`config.mk`:
```
export PLATFORM = sky130hd
export DESIGN_NAME = uart_echo_buf_flat
export DESIGN_NICKNAME = d
export VERILOG_FILES = /design/src/rtl/uart_pkg.sv /design/src/rtl/uart_echo_buf_if.sv /design/src/rtl/uart_sync_fifo.sv /design/src/rtl/uart_echo_buf.sv /design/src/flat_wrapper.sv
export SDC_FILE = /design/constraint.sdc
export NUM_CORES = 1
export LEC_CHECK = 0
export ABC_CLOCK_PERIOD_IN_PS = 7100
export CORE_MARGIN = 8
export CORE_UTILIZATION = 30
export DETAILED_ROUTE_END_ITERATION = 16
export GPL_TIMING_DRIVEN = 0
export SLEW_MARGIN = 25
export SYNTH_ARGS = -nofsm -noshare
export SYNTH_HDL_FRONTEND = slang
export SYNTH_SLANG_ARGS = --single-unit
export TNS_END_PERCENT = 100
```
`constraint.sdc`:
```
create_clock -name clock -period 7.1 [get_ports clock]
set_input_delay 2.13 -clock clock [delete_from_list [all_inputs] [get_ports clock]]
set_output_delay 2.13 -clock clock [all_outputs]
set_load 0.005 [all_outputs]
```
`src/rtl/uart_pkg.sv`:
```
// Shared definitions for the UART echo buffer.
//   echo_state_t : TX handshake FSM states
//   echo_mode_t  : encodings of the 2-bit mode input
//   ASCII_CR/LF  : characters used by the CR -> CR+LF expansion
package uart_pkg;

    typedef enum logic [2:0] {
        IDLE,
        LOAD,
        LF,
        START,
        WAIT_HI,
        WAIT_LO
    } echo_state_t;

    typedef enum logic [1:0] {
        MODE_DROP = 2'd0,
        MODE_ECHO = 2'd1,
        MODE_CRLF = 2'd2,
        MODE_RSVD = 2'd3    // treated as MODE_ECHO
    } echo_mode_t;

    localparam logic [7:0] ASCII_CR = 8'h0D;
    localparam logic [7:0] ASCII_LF = 8'h0A;

endpackage

```
`src/rtl/uart_echo_buf_if.sv`:
```
// RX/TX handshake bundle between uart_top and uart_echo_buf.
//   rx_data/new_rx_data : received byte and its one-cycle strobe
//   tx_data/tx_begin    : byte to send and its one-cycle start pulse
//   tx_busy             : transmitter busy
// master : echo buffer side (consumes RX, drives TX request)
// slave  : uart_top side
interface uart_echo_buf_if #(
    parameter int DATA_W = 8
) ();

    logic [DATA_W-1:0] rx_data;
    logic              new_rx_data;
    logic [DATA_W-1:0] tx_data;
    logic              tx_begin;
    logic              tx_busy;

    modport master (
        input  rx_data,
        input  new_rx_data,
        input  tx_busy,
        output tx_data,
        output tx_begin
    );

    modport slave (
        output rx_data,
        output new_rx_data,
        output tx_busy,
        input  tx_data,
        input  tx_begin
    );

endinterface

```
`src/rtl/uart_sync_fifo.sv`:
```
// Single-clock first-word-fall-through FIFO.
//   clock, reset : clock, asynchronous active-low reset (empties the FIFO)
//   push, din    : write request and data; accepted when not full or when
//                  a pop happens in the same cycle
//   pop, dout    : read request; dout always shows the head entry
//   full, empty  : occupancy flags
//   count        : current occupancy, 0..DEPTH
module uart_sync_fifo
    import uart_pkg::*;
#(
    parameter int DATA_W = 8,
    parameter int DEPTH  = 16
) (
    input  logic                     clock,
    input  logic                     reset,
    input  logic                     push,
    input  logic [DATA_W-1:0]        din,
    input  logic                     pop,
    output logic [DATA_W-1:0]        dout,
    output logic                     full,
    output logic                     empty,
    output logic [$clog2(DEPTH):0]   count
);

    localparam int AW = $clog2(DEPTH);
    localparam logic [AW:0] FULL_CNT = (AW + 1)'(DEPTH);

    logic [DATA_W-1:0] mem [DEPTH];
    // One extra pointer bit distinguishes full from empty.
    logic [AW:0]       wr_ptr;
    logic [AW:0]       rd_ptr;
    logic              do_push;
    logic              do_pop;

    assign count   = wr_ptr - rd_ptr;
    assign full    = (count == FULL_CNT);
    assign empty   = (count == '0);
    assign do_pop  = pop && !empty;
    assign do_push = push && (!full || do_pop);
    assign dout    = mem[rd_ptr[AW-1:0]];

    always_ff @(posedge clock) begin
        if (do_push) begin
            mem[wr_ptr[AW-1:0]] <= din;
        end
    end

    always_ff @(posedge clock or negedge reset) begin
        if (!reset) begin
            wr_ptr <= '0;
            rd_ptr <= '0;
        end else begin
            if (do_push) wr_ptr <= wr_ptr + 1'b1;
            if (do_pop)  rd_ptr <= rd_ptr + 1'b1;
        end
    end

endmodule

```
`src/rtl/uart_echo_buf.sv`:
```
// UART loopback controller with RX buffering.
//   clock, reset  : clock, asynchronous active-low reset
//   mode          : 0 drop, 1 echo, 2 echo with CR -> CR+LF, 3 as 1
//   bus           : RX strobe/data in, TX data/start out, tx_busy in
//   fifo_count    : buffered byte count
//   overflow      : sticky, set when a byte was dropped on a full FIFO
//   overflow_clr  : clears overflow and drop_cnt (a same-cycle drop wins)
//   drop_cnt      : saturating count of dropped bytes
module uart_echo_buf
    import uart_pkg::*;
#(
    parameter int DATA_W      = 8,
    parameter int FIFO_DEPTH  = 16,
    parameter int ACK_TIMEOUT = 4,
    parameter int DROP_CNT_W  = 8
) (
    input  logic                          clock,
    input  logic                          reset,
    input  logic [1:0]                    mode,
    uart_echo_buf_if.master               bus,
    output logic [$clog2(FIFO_DEPTH):0]   fifo_count,
    output logic                          overflow,
    input  logic                          overflow_clr,
    output logic [DROP_CNT_W-1:0]         drop_cnt
);

    localparam int TMR_W = $clog2(ACK_TIMEOUT) + 1;
    localparam logic [TMR_W-1:0] TMR_LAST = TMR_W'(ACK_TIMEOUT - 1);

    echo_state_t       state;
    echo_state_t       state_nxt;
    echo_mode_t        byte_mode;
    logic              pending_lf;
    logic [TMR_W-1:0]  timer;
    logic [DATA_W-1:0] tx_data_q;
    logic              tx_begin_q;

    logic              fifo_full;
    logic              fifo_empty;
    logic              fifo_pop;
    logic [DATA_W-1:0] fifo_head;
    logic              push_req;
    logic              push_ok;
    logic              drop;

    assign fifo_pop = (state == LOAD);
    assign push_req = bus.new_rx_data && (mode != MODE_DROP);
    // A pop in the same cycle frees the slot the push needs.
    assign push_ok  = push_req && (!fifo_full || fifo_pop);
    assign drop     = push_req && !push_ok;

    assign bus.tx_data  = tx_data_q;
    assign bus.tx_begin = tx_begin_q;

    uart_sync_fifo #(
        .DATA_W (DATA_W),
        .DEPTH  (FIFO_DEPTH)
    ) u_fifo (
        .clock (clock),
        .reset (reset),
        .push  (push_ok),
        .din   (bus.rx_data),
        .pop   (fifo_pop),
        .dout  (fifo_head),
        .full  (fifo_full),
        .empty (fifo_empty),
        .count (fifo_count)
    );

    always_ff @(posedge clock or negedge reset) begin
        if (!reset) begin
            overflow <= 1'b0;
            drop_cnt <= '0;
        end else if (drop) begin
            overflow <= 1'b1;
            if (overflow_clr) begin
                drop_cnt <= DROP_CNT_W'(1);
            end else if (drop_cnt != '1) begin
                drop_cnt <= drop_cnt + 1'b1;
            end
        end else if (overflow_clr) begin
            overflow <= 1'b0;
            drop_cnt <= '0;
        end
    end

    always_ff @(posedge clock or negedge reset) begin
        if (!reset) state <= IDLE;
        else        state <= state_nxt;
    end

    always_comb begin
        state_nxt = state;
        unique case (state)
            IDLE: begin
                if (pending_lf)       state_nxt = LF;
                else if (!fifo_empty) state_nxt = LOAD;
            end
            LOAD:    state_nxt = START;
            LF:      state_nxt = START;
            START:   state_nxt = WAIT_HI;
            WAIT_HI: begin
                if (bus.tx_busy)            state_nxt = WAIT_LO;
                else if (timer == TMR_LAST) state_nxt = IDLE;
            end
            WAIT_LO: begin
                if (!bus.tx_busy) state_nxt = IDLE;
            end
            default: state_nxt = IDLE;
        endcase
    end

    always_ff @(posedge clock or negedge reset) begin
        if (!reset) begin
            byte_mode  <= MODE_DROP;
            pending_lf <= 1'b0;
            timer      <= '0;
            tx_data_q  <= '0;
            tx_begin_q <= 1'b0;
        end else begin
            // Registered start pulse lines up with the START state.
            tx_begin_q <= (state_nxt == START);
            case (state)
                IDLE: begin
                    if (!pending_lf && !fifo_empty) byte_mode <= echo_mode_t'(mode);
                end
                LOAD: begin
                    tx_data_q <= fifo_head;
                    if (byte_mode == MODE_CRLF && fifo_head == DATA_W'(ASCII_CR)) begin
                        pending_lf <= 1'b1;
                    end
                end
                LF: begin
                    tx_data_q  <= DATA_W'(ASCII_LF);
                    pending_lf <= 1'b0;
                end
                START:   timer <= '0;
                WAIT_HI: timer <= timer + 1'b1;
                default: ;
            endcase
        end
    end

endmodule

```
`src/flat_wrapper.sv`:
```
// flat-port wrapper written by rule: the top's interface ports become plain ports
module uart_echo_buf_flat import uart_pkg::*;
#(
    parameter int DATA_W      = 8,
    parameter int FIFO_DEPTH  = 16,
    parameter int ACK_TIMEOUT = 4,
    parameter int DROP_CNT_W  = 8
)
  (clock, reset, mode, fifo_count, overflow, overflow_clr, drop_cnt, bus_rx_data, bus_new_rx_data, bus_tx_busy, bus_tx_data, bus_tx_begin);
  uart_echo_buf_if #(.DATA_W(DATA_W)) bus_i ();
  input  logic clock;
  input  logic reset;
  input  logic [1:0] mode;
  output logic [$clog2(FIFO_DEPTH):0] fifo_count;
  output logic overflow;
  input  logic overflow_clr;
  output logic [DROP_CNT_W-1:0] drop_cnt;
  input wire logic [$bits(bus_i.rx_data)-1:0] bus_rx_data;
  input wire logic [$bits(bus_i.new_rx_data)-1:0] bus_new_rx_data;
  input wire logic [$bits(bus_i.tx_busy)-1:0] bus_tx_busy;
  output wire logic [$bits(bus_i.tx_data)-1:0] bus_tx_data;
  output wire logic [$bits(bus_i.tx_begin)-1:0] bus_tx_begin;
  assign bus_i.rx_data = bus_rx_data;
  assign bus_i.new_rx_data = bus_new_rx_data;
  assign bus_i.tx_busy = bus_tx_busy;
  assign bus_tx_data = bus_i.tx_data;
  assign bus_tx_begin = bus_i.tx_begin;
  uart_echo_buf #(.DATA_W(DATA_W), .FIFO_DEPTH(FIFO_DEPTH), .ACK_TIMEOUT(ACK_TIMEOUT), .DROP_CNT_W(DROP_CNT_W)) u_core (.clock(clock), .reset(reset), .mode(mode), .bus(bus_i), .fifo_count(fifo_count), .overflow(overflow), .overflow_clr(overflow_clr), .drop_cnt(drop_cnt));
endmodule
```
# Word level (Yosys, flattened, before mapping)
# Memory sizes are Yosys's and may differ from the RTL's.
# Index checks and enable logic that the tools add are counted.
# Widths: inputs -> output; s select.
# totals
latch_bits	0
output_inout_bits	23
mem_count	1
rom_bits	0
ramBits	128
elab_cells	70
inputBits	15
register_bits	37
# mem_list
name	depth	word_bits	read_ports	rd_clocked_by_memory_dff	wr	line	source
u_core.u_fifo.mem	16	8	1	0	1	uart_sync_fifo.sv:28	logic [DATA_W-1:0] mem [DEPTH];
# classes
shifts	0
reduce_logical	24
add_sub_neg	5
n_eq_ne	12
bitwise_logic	0
n_mux	18
div_mod_pow	0
n_lt_le_gt_ge	0
multipliers	0
# op_table
operator	count
$mux 8	4
$pmux 8 s2	1
$mux 3	5
$pmux 3 s5	1
$eq 3x2->1 const B	4
$add 5x1->5 const B	2
$reduce_bool 2->1	5
$add 8x1->8 const B	1
$eq 8x4->1 const B	1
$ne 8x8->1 const B	1
$logic_and 1x1->1	7
$eq 3x3->1 const B	2
$pmux 3 s2	1
$reduce_and 2->1	3
$eq 5x5->1 const B	1
$logic_not 5->1	1
$mux 1	5
$sub 5x5->5	1
$logic_not 1->1	4
$add 3x1->3 const B	1
$eq 3x1->1 const B	1
$logic_not 3->1	1
$eq 2x2->1 const B	1
$logic_or 1x1->1	2
other kinds (3)	3

# Logic depth before layout (Yosys ltp)
# Gate-level depths: netlist (run 1).
# depth
depth_word	9
depth_mapped	13

# Cells and area by module
# A second synthesis (run 1) with hierarchy kept.
# hier_totals
cells_unflattened	441
hier_area_um2	6995.5
# by_module_without_submodules
mod	area_each_um2	n_inst	seq_area_each_um2	cells_each
uart_sync_fifo	5706.7	1	4093.9	314
uart_echo_buf	1288.7	1	675.6	127

# Worst setup path after synthesis (run 1)
# Ideal clock, no wire load.
# synth_path
path_type	register to output
from	reg u_core.u_fifo.rd_ptr[2]
to	out fifo_count[4]
arrival_ps	2041
required_ps	4970
slack_ps	2929
path_buffers	3
stages_incl_launch_ff	9
path_cell_list	dfrtp_1 > clkbuf_1 > buf_2 > buf_2 > inv_2 > ha_1 > a21o_1 > a21oi_1 > xnor2_1
# synth_via
elab_chain_len	1
# synth_rtl
item	line	source
start: declaration	uart_sync_fifo.sv:31	logic [AW:0] rd_ptr;
start signal: assignment	uart_sync_fifo.sv:54	if (do_pop) rd_ptr <= rd_ptr + 1'b1;
$sub 5x5->5	uart_sync_fifo.sv:35	assign count = wr_ptr - rd_ptr;
end: declaration	flat_wrapper.sv:14	output logic [$clog2(FIFO_DEPTH):0] fifo_count;
# No other way between the ends.

# Final worst setup path (run 1)
# Ends and elaborated chain as after synthesis.

==> impl_metrics.ini, run 1 <==
[place]
io_buffers = 37
gp_congestion = 0.782
dp_cells = 806
hpwlAfterDp_mm = 11.1

[synth]
syn_inst = 442
synthArstFlopShare_pct = 22.4
yosys.area.top_type = edfxtp_1
synth_top_cells_by_count = edfxtp_1 (128), dfrtp_1 (37), nand2_1 (29), nor2_1 (26), mux4_2 (18)
synth.most_common_cell = edfxtp_1
avgSynthCellArea_um2 = 15.8
synthFlopType = edfxtp_1
synth_edf_count = 128
synth_cell_types = 56
netlist.area_leader.share_pct = 55.0
synth-seq-area-share_pct = 68.2
ys_warn_count = 0
synth_fp_nets = 470
ys_ff_latch = 165
yosys-top-cells-area = edfxtp_1 (55%), dfrtp_1 (13%), mux4_2 (5.8%)
synth_area_um2 = 6990

[global_route]
track_usage_pct = 11.4
grt_pass1_wl_mm = 24.1
grt_pass1_vias = 4145
grt_max_degree = 29
antenna_found_initial = 0
overflow = 0

[critical_path]
cp_slowest_stage_delay_ns = 0.58
path_cells = clkbuf_1 -> buf_2 -> buf_2 -> inv_2 -> ha_1 -> a21o_1 -> a21oi_1 -> xnor2_1 -> clkdlybuf4s50_1
path_common_cell = buf_2
end_kind = output port
startpoint_type = flop
path_max_fanout = 10
critical_path_class = flop to output port
crit_arrival_ns = 3.70
cp.required_ns = 4.97
cpMaxStageDelayCell = clkdlybuf4s50_1

[routing]
ant_nets = 0
routed_wl_mm = 15.7
drtIter0Drc = 401
vias = 3986
drc = 0
drt_first_pass_iters = 4
vias_per_cell = 4.76
wl_per_cell_um = 18.7

[clock_tree]
cts.sinks = 165
ctsResizeCount = 0
clockBufferDepth = 2
h-tree-depth = 4
clkLatencyLatePin_ns = 0.43
root_buffer = clkbuf_16
cts_setup_buffers = 0
cts_tree = yes
clk_pin_slew_ns = 0.06
cts_hold_buffers = 0
cts-buffers-inserted = 17

[timing]
slew_headroom_pct = 32.1
fin_skew_ns = 0.00926
period_share_pct = 82.1
worst-slew-pin-transition_ns = 1.02
tns_ns = 0
hold_viol = 0
slew_viol_final = 0
fmax_ghz = 0.172
finalCriticalPeriod_ns = 5.83
setup_violations = 0
rsz0062_at_grt = no

[layout]
final_cell_count_no_fill = 838
area_delta_synth_final_pct = 21.0
drive_gt1_share_pct = 17.3
fin_nets = 534
multi_input_area_um2 = 2080
antenna_cells = 0
regArea_um2 = 4770
fillCellCount = 2141

[pwr]
vdd_ir_drop_max_mv = 0.162
switchingPower_mw = 1.19
power_density_nw_per_um2 = 402
pwr-share-clk_pct = 26.2
combPwrFrac_pct = 36.8
pwr-share-seq_pct = 37.0
p_int_mw = 2.21
p_leak_nw = 2.95
power_mw = 3.40
switching_share_pct = 34.9

[die]
ios = 38
fp.dieH_um = 169
start_util_pct = 30.1
core_area_um2 = 23200
die_area_um2 = 28400
rows = 56
die_width_um = 169

[worst_hold_path]
hold_path_class = flop to flop

[outcome]
status = finished clean

[job]
maxCapViolCount = 0
==> power by group through the flow <==
stage	combinational, mW	sequential (mW)	clock (mW)
after detailed placement	1.26	1.28	0
after CTS	1.27	1.26	0.911
final	1.25	1.26	0.891
after floorplan	0.816	1.25	0
after global placement	1.21	1.27	0
after global routing	1.38	1.27	0.949
==> flip-flops by register name, summed over array words and instances (netlist names) <==
register,count
u_core.byte_mode,2
u_core.drop_cnt,8
u_core.u_fifo.rd_ptr,5
u_core.overflow,1
u_core.u_fifo.wr_ptr,5
u_core.bus.tx_data,8
u_core.timer,3
u_core.state,3
u_core.pending_lf,1
u_core.u_fifo.mem,128
u_core.bus.tx_begin,1
==> logic make-up after synthesis <==
group	after synthesis	share of synthesized area, %
AOI/OAI and AO/OA	59	5.85
xor gates and xnor gates	13	1.63
adders and majority gates	13	2.43
buffers and inverters	34	2.60
DFF	165	68.2
muxes	48	11.7
and+or+nand+nor	110	7.61
==> final timing paths <==
check | slack (ns) | cells after the start | endpoint | startpoint
max in group asynchronous | 5.08 | 2 | u_core.bus.tx_begin | reset
min | 0.49 | 2 | u_core.bus.tx_data[2] | u_core.bus.tx_data[2]
min reg2reg | 0.49 | 2 | u_core.bus.tx_data[2] | u_core.bus.tx_data[2]
min in group asynchronous | 1.57 | 1 | u_core.drop_cnt[3] | reset
max reg2reg | 2.22 | 13 | u_core.u_fifo.mem[14][2] | u_core.u_fifo.rd_ptr[2]
max | 1.27 | 9 | fifo_count[4] | u_core.u_fifo.rd_ptr[2]
==> worst max-delay path: cells and delay by family, from the launching register on <==
family	cells	cell delay (ns)
buffers and inverters	5	1.87
flip-flops	1	0.46
AO/OA/AOI/OAI	2	0.37
adder cells (fa/ha/maj)	1	0.33
XOR/XNOR	1	0.24
==> layer usage <==
metal  vias to the layer above  track usage, %  wire (µm)
met2                        99            18.6       7710
met5                         -               0          0
met3                        22            3.38        825
met1                      2027            13.9       6870
met4                         0            4.35        267
li1                       1838               -          -
==> cell type report <==
class                   count  area share, %
flip-flops and latches    165           56.4
multi-input cells         243           24.6
repair buffers             45           5.24
clock buffers              17           5.03
well taps                 319           4.72
clock inverters            15           1.89
plain buffers              18           1.44
inverters                  16          0.710
==> layout by cell type, fill, tap and decap left out, drive strengths merged, types with 4 or more instances in the layout <==
master,n
dfrtp,37
edfxtp,128
o21ai,9
a21oi,16
clkbuf,22
mux2i,15
clkinv,4
inv,24
nand2,29
a22oi,6
nand3,17
clkdlybuf4s50,36
nand2b,5
mux2,9
ha,12
a211oi,4
or4,4
mux4,24
nor2b,5
o31ai,5
buf,22
nor3,9
nor2,26
xnor2,10
==> per-stage QoR <==
stage / hold WS, ns / instance area (µm²) / setup slack (ns) / util [%]
after floorplan: 0.466 / 6990 / 2.93 / -
after global placement: 0.483 / 7760 / 1.20 / 33.5
after detailed placement: 0.483 / 7870 / 1.68 / 33.9
after CTS: 0.500 / 8450 / 1.22 / 36.4
after global routing: 0.518 / 8460 / 1.01 / 36.5
final: 0.493 / 8460 / 1.27 / 36.5
Power figures use the tool's default switching activity.
==> run 2, diff against run 1 <==
--- a/config.mk
+++ b/config.mk
@@ -5,7 +5,7 @@
 export SDC_FILE = /design/constraint.sdc
 export NUM_CORES = 1
 export LEC_CHECK = 0
-export ABC_CLOCK_PERIOD_IN_PS = 7100
+export ABC_CLOCK_PERIOD_IN_PS = 4970
 export CORE_MARGIN = 8
 export CORE_UTILIZATION = 30
 export DETAILED_ROUTE_END_ITERATION = 16
==> constraint.sdc (replaced) <==
create_clock -name clock -period 4.97 [get_ports clock]
set_input_delay 1.491 -clock clock [delete_from_list [all_inputs] [get_ports clock]]
set_output_delay 1.491 -clock clock [all_outputs]
set_load 0.005 [all_outputs]
==> run 2 against run 1 <==
Effect of this change: clock power is 44% higher; clock-buffer cell count stayed put; global-route usage hardly changed; combinational power is 42% higher; sequential share of layout area hardly changed; wire length is 0.68% lower; non-clock buffer count is 1 lower; sequential cell count stayed put; first-iteration DRC count is 2.7% higher; cell count is 0.12% lower; via count is 0.28% higher; utilization hardly changed; largest cell class unchanged.
==> impl_metrics.ini, run 2 (synthesis results as in run 1) <==
[layout]
final_cell_mix = edfxtp_1 (128), clkdlybuf4s50_1 (36), dfrtp_1 (36), nand2_1 (29), nor2_1 (23)
largest_reg_flops = 128
drive_gt1_share_pct = 17.6
utilization_pct = 36.5
fin_area_um2 = 8450
antenna_cells = 0
final_common_cell = edfxtp_1
fin_nets = 533
area_delta_synth_final_pct = 20.9

[timing]
fin_skew_ns = 0.00981
period_share_pct = 95.9
whs_ns = 0.493
worst-slew-pin-transition_ns = 0.994
rsz0062_at_grt = no
hold_viol = 0
slew_viol_final = 0
finalCriticalPeriod_ns = 4.77
setup_violations = 0
tns_ns = 0
fmax_ghz = 0.210
slew_headroom_pct = 33.5

[outcome]
status = finished clean

[worst_hold_path]
hold_path_class = flop to flop
hold_path_depth = 2

[clock_tree]
clockBufferDepth = 2
cts.sinks = 165
clkLatencyLatePin_ns = 0.43
cts_tree = yes
h-tree-depth = 4
cts_setup_buffers = 0
cts_hold_buffers = 0
cts-buffers-inserted = 17
ctsResizeCount = 1
root_buffer = clkbuf_16
clk_pin_slew_ns = 0.06

[global_route]
grt_max_degree = 29
track_usage_pct = 11.3
overflow = 0
antenna_found_initial = 0
grt_pass1_vias = 4152
grt_pass1_wl_mm = 24.1

[pwr]
power_density_nw_per_um2 = 574
vdd_ir_drop_max_mv = 0.230
p_leak_nw = 2.95
power_mw = 4.85

[routing]
vias_per_cell = 4.78
routed_wl_mm = 15.6
ant_nets = 0
drtIter0Drc = 412
drc = 0
vias = 3997
drt_first_pass_iters = 4
wl_per_cell_um = 18.6

[critical_path]
path_max_fanout = 14
path_common_cell = buf_2
startpoint_type = flop
path_cells = buf_2 -> buf_2 -> inv_2 -> ha_1 -> a21o_1 -> a21oi_1 -> xnor2_1 -> clkdlybuf4s50_1
critPathBufInv = 4
crit_cells = 8
cp.required_ns = 3.48
cp_top_family = buffers and inverters
cpMaxStageDelayCell = clkdlybuf4s50_1
r2r_cells = 12
critical_path_class = flop to output port
cp_slowest_stage_delay_ns = 0.58
end_kind = output port
crit_arrival_ns = 3.27

[place]
io_buffers = 37
place_area_um2 = 7870
gp_congestion = 0.782
hpwlAfterDp_mm = 11.1

[job]
maxCapViolCount = 0

[die]
die_width_um = 169
fp.dieH_um = 169
core_area_um2 = 23200
rows = 56
die_area_um2 = 28400
ios = 38
start_util_pct = 30.1
## run 2: power by group
part | internal, mW | switching (mW)
Sequential | 1.68 | 0.124
Clock | 0.671 | 0.605
Combinational | 0.806 | 0.964
Total | 3.16 | 1.69
## run 2: path summary, 6_finish.rpt
kind	start	endpoint	slack (ns)
setup / recovery	u_core.u_fifo.rd_ptr[2]	fifo_count[4]	0.20
hold / removal	u_core.bus.tx_data[2]	u_core.bus.tx_data[2]	0.49
setup reg to reg	u_core.u_fifo.rd_ptr[2]	u_core.u_fifo.mem[14][2]	0.52
hold reg to reg	u_core.bus.tx_data[2]	u_core.bus.tx_data[2]	0.49
max in group asynchronous	reset	u_core.bus.tx_begin	3.59
min in group asynchronous	reset	u_core.drop_cnt[3]	0.93
## run 2: worst register-to-register path, stage by stage (launching register included)
cell and delay (ns):
dfrtp_2 0.57, buf_2 0.33, buf_2 0.37, inv_2 0.07
ha_1 0.33, a21o_1 0.19, a21oi_1 0.18, xnor2_1 0.16
nand4b_1 0.22, clkbuf_1 0.34, buf_2 0.30, nand3_1 0.21
nor2_1 0.80
## run 2: routing by layer
layer / share of wire [%] / GRT usage (%) / wire length (µm) / vias up
met4: 1.5 / 4.35 / 233 / 0
li1: - / - / - / 1836
met3: 6.8 / 3.38 / 1050 / 20
met2: 49 / 18.7 / 7600 / 120
met1: 43 / 13.8 / 6670 / 2021
met5: 0 / 0 / 0 / -
## run 2: layout make-up
cell class / count / area (µm²)
Fill cell: 2142 / 14700
Sequential cell: 165 / 4770
Multi-Input combinational cell: 243 / 2080
Timing Repair Buffer: 45 / 443
Clock buffer: 17 / 425
Tap cell: 319 / 399
Clock inverter: 15 / 160
Buffer: 17 / 118
Inverter: 16 / 60.1
## run 2: metrics by stage
step           instances  worst slack (ns)
6_report             837             0.205
5_1_grt              837            0.0236
4_1_cts              837             0.165
3_5_place_dp         806           -0.0445
3_3_place_gp         798            -0.931
2_1_floorplan        442              1.22
==> run 3, diff against run 2 <==
--- a/config.mk
+++ b/config.mk
@@ -6,10 +6,13 @@
 export NUM_CORES = 1
 export LEC_CHECK = 0
 export ABC_CLOCK_PERIOD_IN_PS = 4970
+export CELL_PAD_IN_SITES_DETAIL_PLACEMENT = 0
+export CELL_PAD_IN_SITES_GLOBAL_PLACEMENT = 2
 export CORE_MARGIN = 8
 export CORE_UTILIZATION = 30
 export DETAILED_ROUTE_END_ITERATION = 16
 export GPL_TIMING_DRIVEN = 0
+export PLACE_DENSITY_LB_ADDON = 0.1
 export SLEW_MARGIN = 25
 export SYNTH_ARGS = -nofsm -noshare
 export SYNTH_HDL_FRONTEND = slang
==> run 3 against run 2 <==
Effect of this change: critical path depth unchanged; maximum frequency is 1.1% lower; clock skew increased by 0.0070 ns; largest power group is now combinational logic; clock-buffer cell count is 1 higher; die area stayed put; via count is 1.7% lower; hold slack better by 0.00070 ns.
==> impl_metrics.ini, run 3 (synthesis results as in run 1) <==
[outcome]
status = finished clean

[global_route]
antenna_found_initial = 0
grt_pass1_wl_mm = 26.5
grt_pass1_vias = 4183
track_usage_pct = 12.9
grt_max_degree = 26
overflow = 0

[routing]
routed_wl_mm = 17.4
vias_per_cell = 4.70
drc = 0
wl_per_cell_um = 20.8
drtIter0Drc = 232
drt_first_pass_iters = 4
ant_nets = 0
vias = 3931

[critical_path]
crit_arrival_ns = 3.33
startpoint_type = flop
cp_top_family = buffers and inverters
path_cells = buf_2 -> buf_2 -> inv_2 -> ha_1 -> a21o_1 -> a21oi_1 -> xnor2_1 -> clkdlybuf4s50_1
end_kind = output port
cpMaxStageDelayCell = dfrtp_2
path_common_cell = buf_2
critical_path_class = flop to output port
cp_slowest_stage_delay_ns = 0.60
critPathBufInv = 4
cp.required_ns = 3.48
path_max_fanout = 14

[clock_tree]
clk_pin_slew_ns = 0.06
cts_tree = yes
clkLatencyLatePin_ns = 0.43
h-tree-depth = 4
cts-buffers-inserted = 17
cts_hold_buffers = 0
clockBufferDepth = 2
cts_setup_buffers = 0
root_buffer = clkbuf_16
cts.sinks = 165

[place]
gp_congestion = 0.714
dp_cells = 806
io_buffers = 37
hpwlAfterDp_mm = 12.2

[layout]
largest_reg_flops = 128
final_cell_count_no_fill = 837
drive_gt1_share_pct = 18.1
antenna_cells = 0
final_cell_mix = edfxtp_1 (128), clkdlybuf4s50_1 (36), dfrtp_1 (36), nand2_1 (29), nor2_1 (19)
area_delta_synth_final_pct = 21.2
final_common_cell = edfxtp_1
utilization_pct = 36.5
fin_nets = 533

[die]
rows = 56
core_area_um2 = 23200
start_util_pct = 30.1
die_width_um = 169
ios = 38
die_area_um2 = 28400
fp.dieH_um = 169

[timing]
finalCriticalPeriod_ns = 4.82
rsz0062_at_grt = no
setup_violations = 0
fmax_ghz = 0.207
worst-slew-pin-transition_ns = 0.908
tns_ns = 0
period_share_pct = 97.0
slew_headroom_pct = 39.3
hold_viol = 0
slew_viol_final = 0
fin_skew_ns = 0.0168

[pwr]
power_density_nw_per_um2 = 588
vdd_ir_drop_max_mv = 0.248
p_leak_nw = 2.96

[worst_hold_path]
hold_path_class = flop to flop

[job]
maxCapViolCount = 0
[run 3: routing by layer]
| layer | vias to the layer above | track usage (%) | share of wire, % |
|---|---|---|---|
| li1 | 1839 | - | - |
| met1 | 2021 | 16.6 | 47 |
| met2 | 59 | 21.2 | 49 |
| met3 | 12 | 2.84 | 2.8 |
| met4 | 0 | 4.19 | 1.1 |
| met5 | - | 0 | 0 |
[run 3: worst paths after layout]
kind | from | to | slack [ns] | cells past startpoint
worst max-delay path | u_core.u_fifo.rd_ptr[2] | fifo_count[4] | 0.15 | 8
worst min-delay path | u_core.bus.tx_data[2] | u_core.bus.tx_data[2] | 0.49 | 2
worst max register to register | u_core.u_fifo.rd_ptr[2] | u_core.u_fifo.mem[10][2] | 0.39 | 12
worst min register to register | u_core.bus.tx_data[2] | u_core.bus.tx_data[2] | 0.49 | 2
max in group asynchronous | reset | u_core.bus.tx_data[2] | 3.52 | 2
min in group asynchronous | reset | u_core.drop_cnt[2] | 0.97 | 1
[run 3: power breakdown]
part | leakage, nW | switching [mW] | internal [mW]
clock | 0.286 | 0.586 | 0.756
combinational | 1.05 | 1.03 | 0.806
sequential | 1.63 | 0.121 | 1.68
total | 2.96 | 1.73 | 3.25
[run 3: worst min-delay path, delay by kind of cell (launching register included)]
kind | cells | cell delay, ns
flops | 1 | 0.35
simple gates | 2 | 0.11
[run 3: per-stage QoR]
stage / hold slack (ns) / power, mW / instance area [µm²] / setup WS [ns]
2_1_floorplan: 0.466 / 2.95 / 6990 / 1.22
3_3_place_gp: 0.475 / 3.67 / 7760 / -1.45
3_5_place_dp: 0.484 / 3.71 / 7870 / -0.474
4_1_cts: 0.496 / 5.06 / 8470 / 0.0848
5_1_grt: 0.507 / 5.27 / 8470 / 0.00289
6_report: 0.494 / 4.98 / 8470 / 0.150
[run 3: final cells by class]
class                           instances  area (µm²)
Fill cell                            2207       14700
Sequential cell                       165        4770
Multi-Input combinational cell        243        2090
Timing Repair Buffer                   45         440
Clock buffer                           18         429
Tap cell                              319         399
Clock inverter                         14         164
Buffer                                 17         118
Inverter                               16        60.1
[run 3: what timing repair did]
| item | CTS | global route |
|---|---|---|
| hold endpoints to repair | 0 | 0 |
| gates resized for setup | 2 | 1 |
| gates cloned | 0 | 0 |
| endpoints found under the setup margin | 100 | 8 |
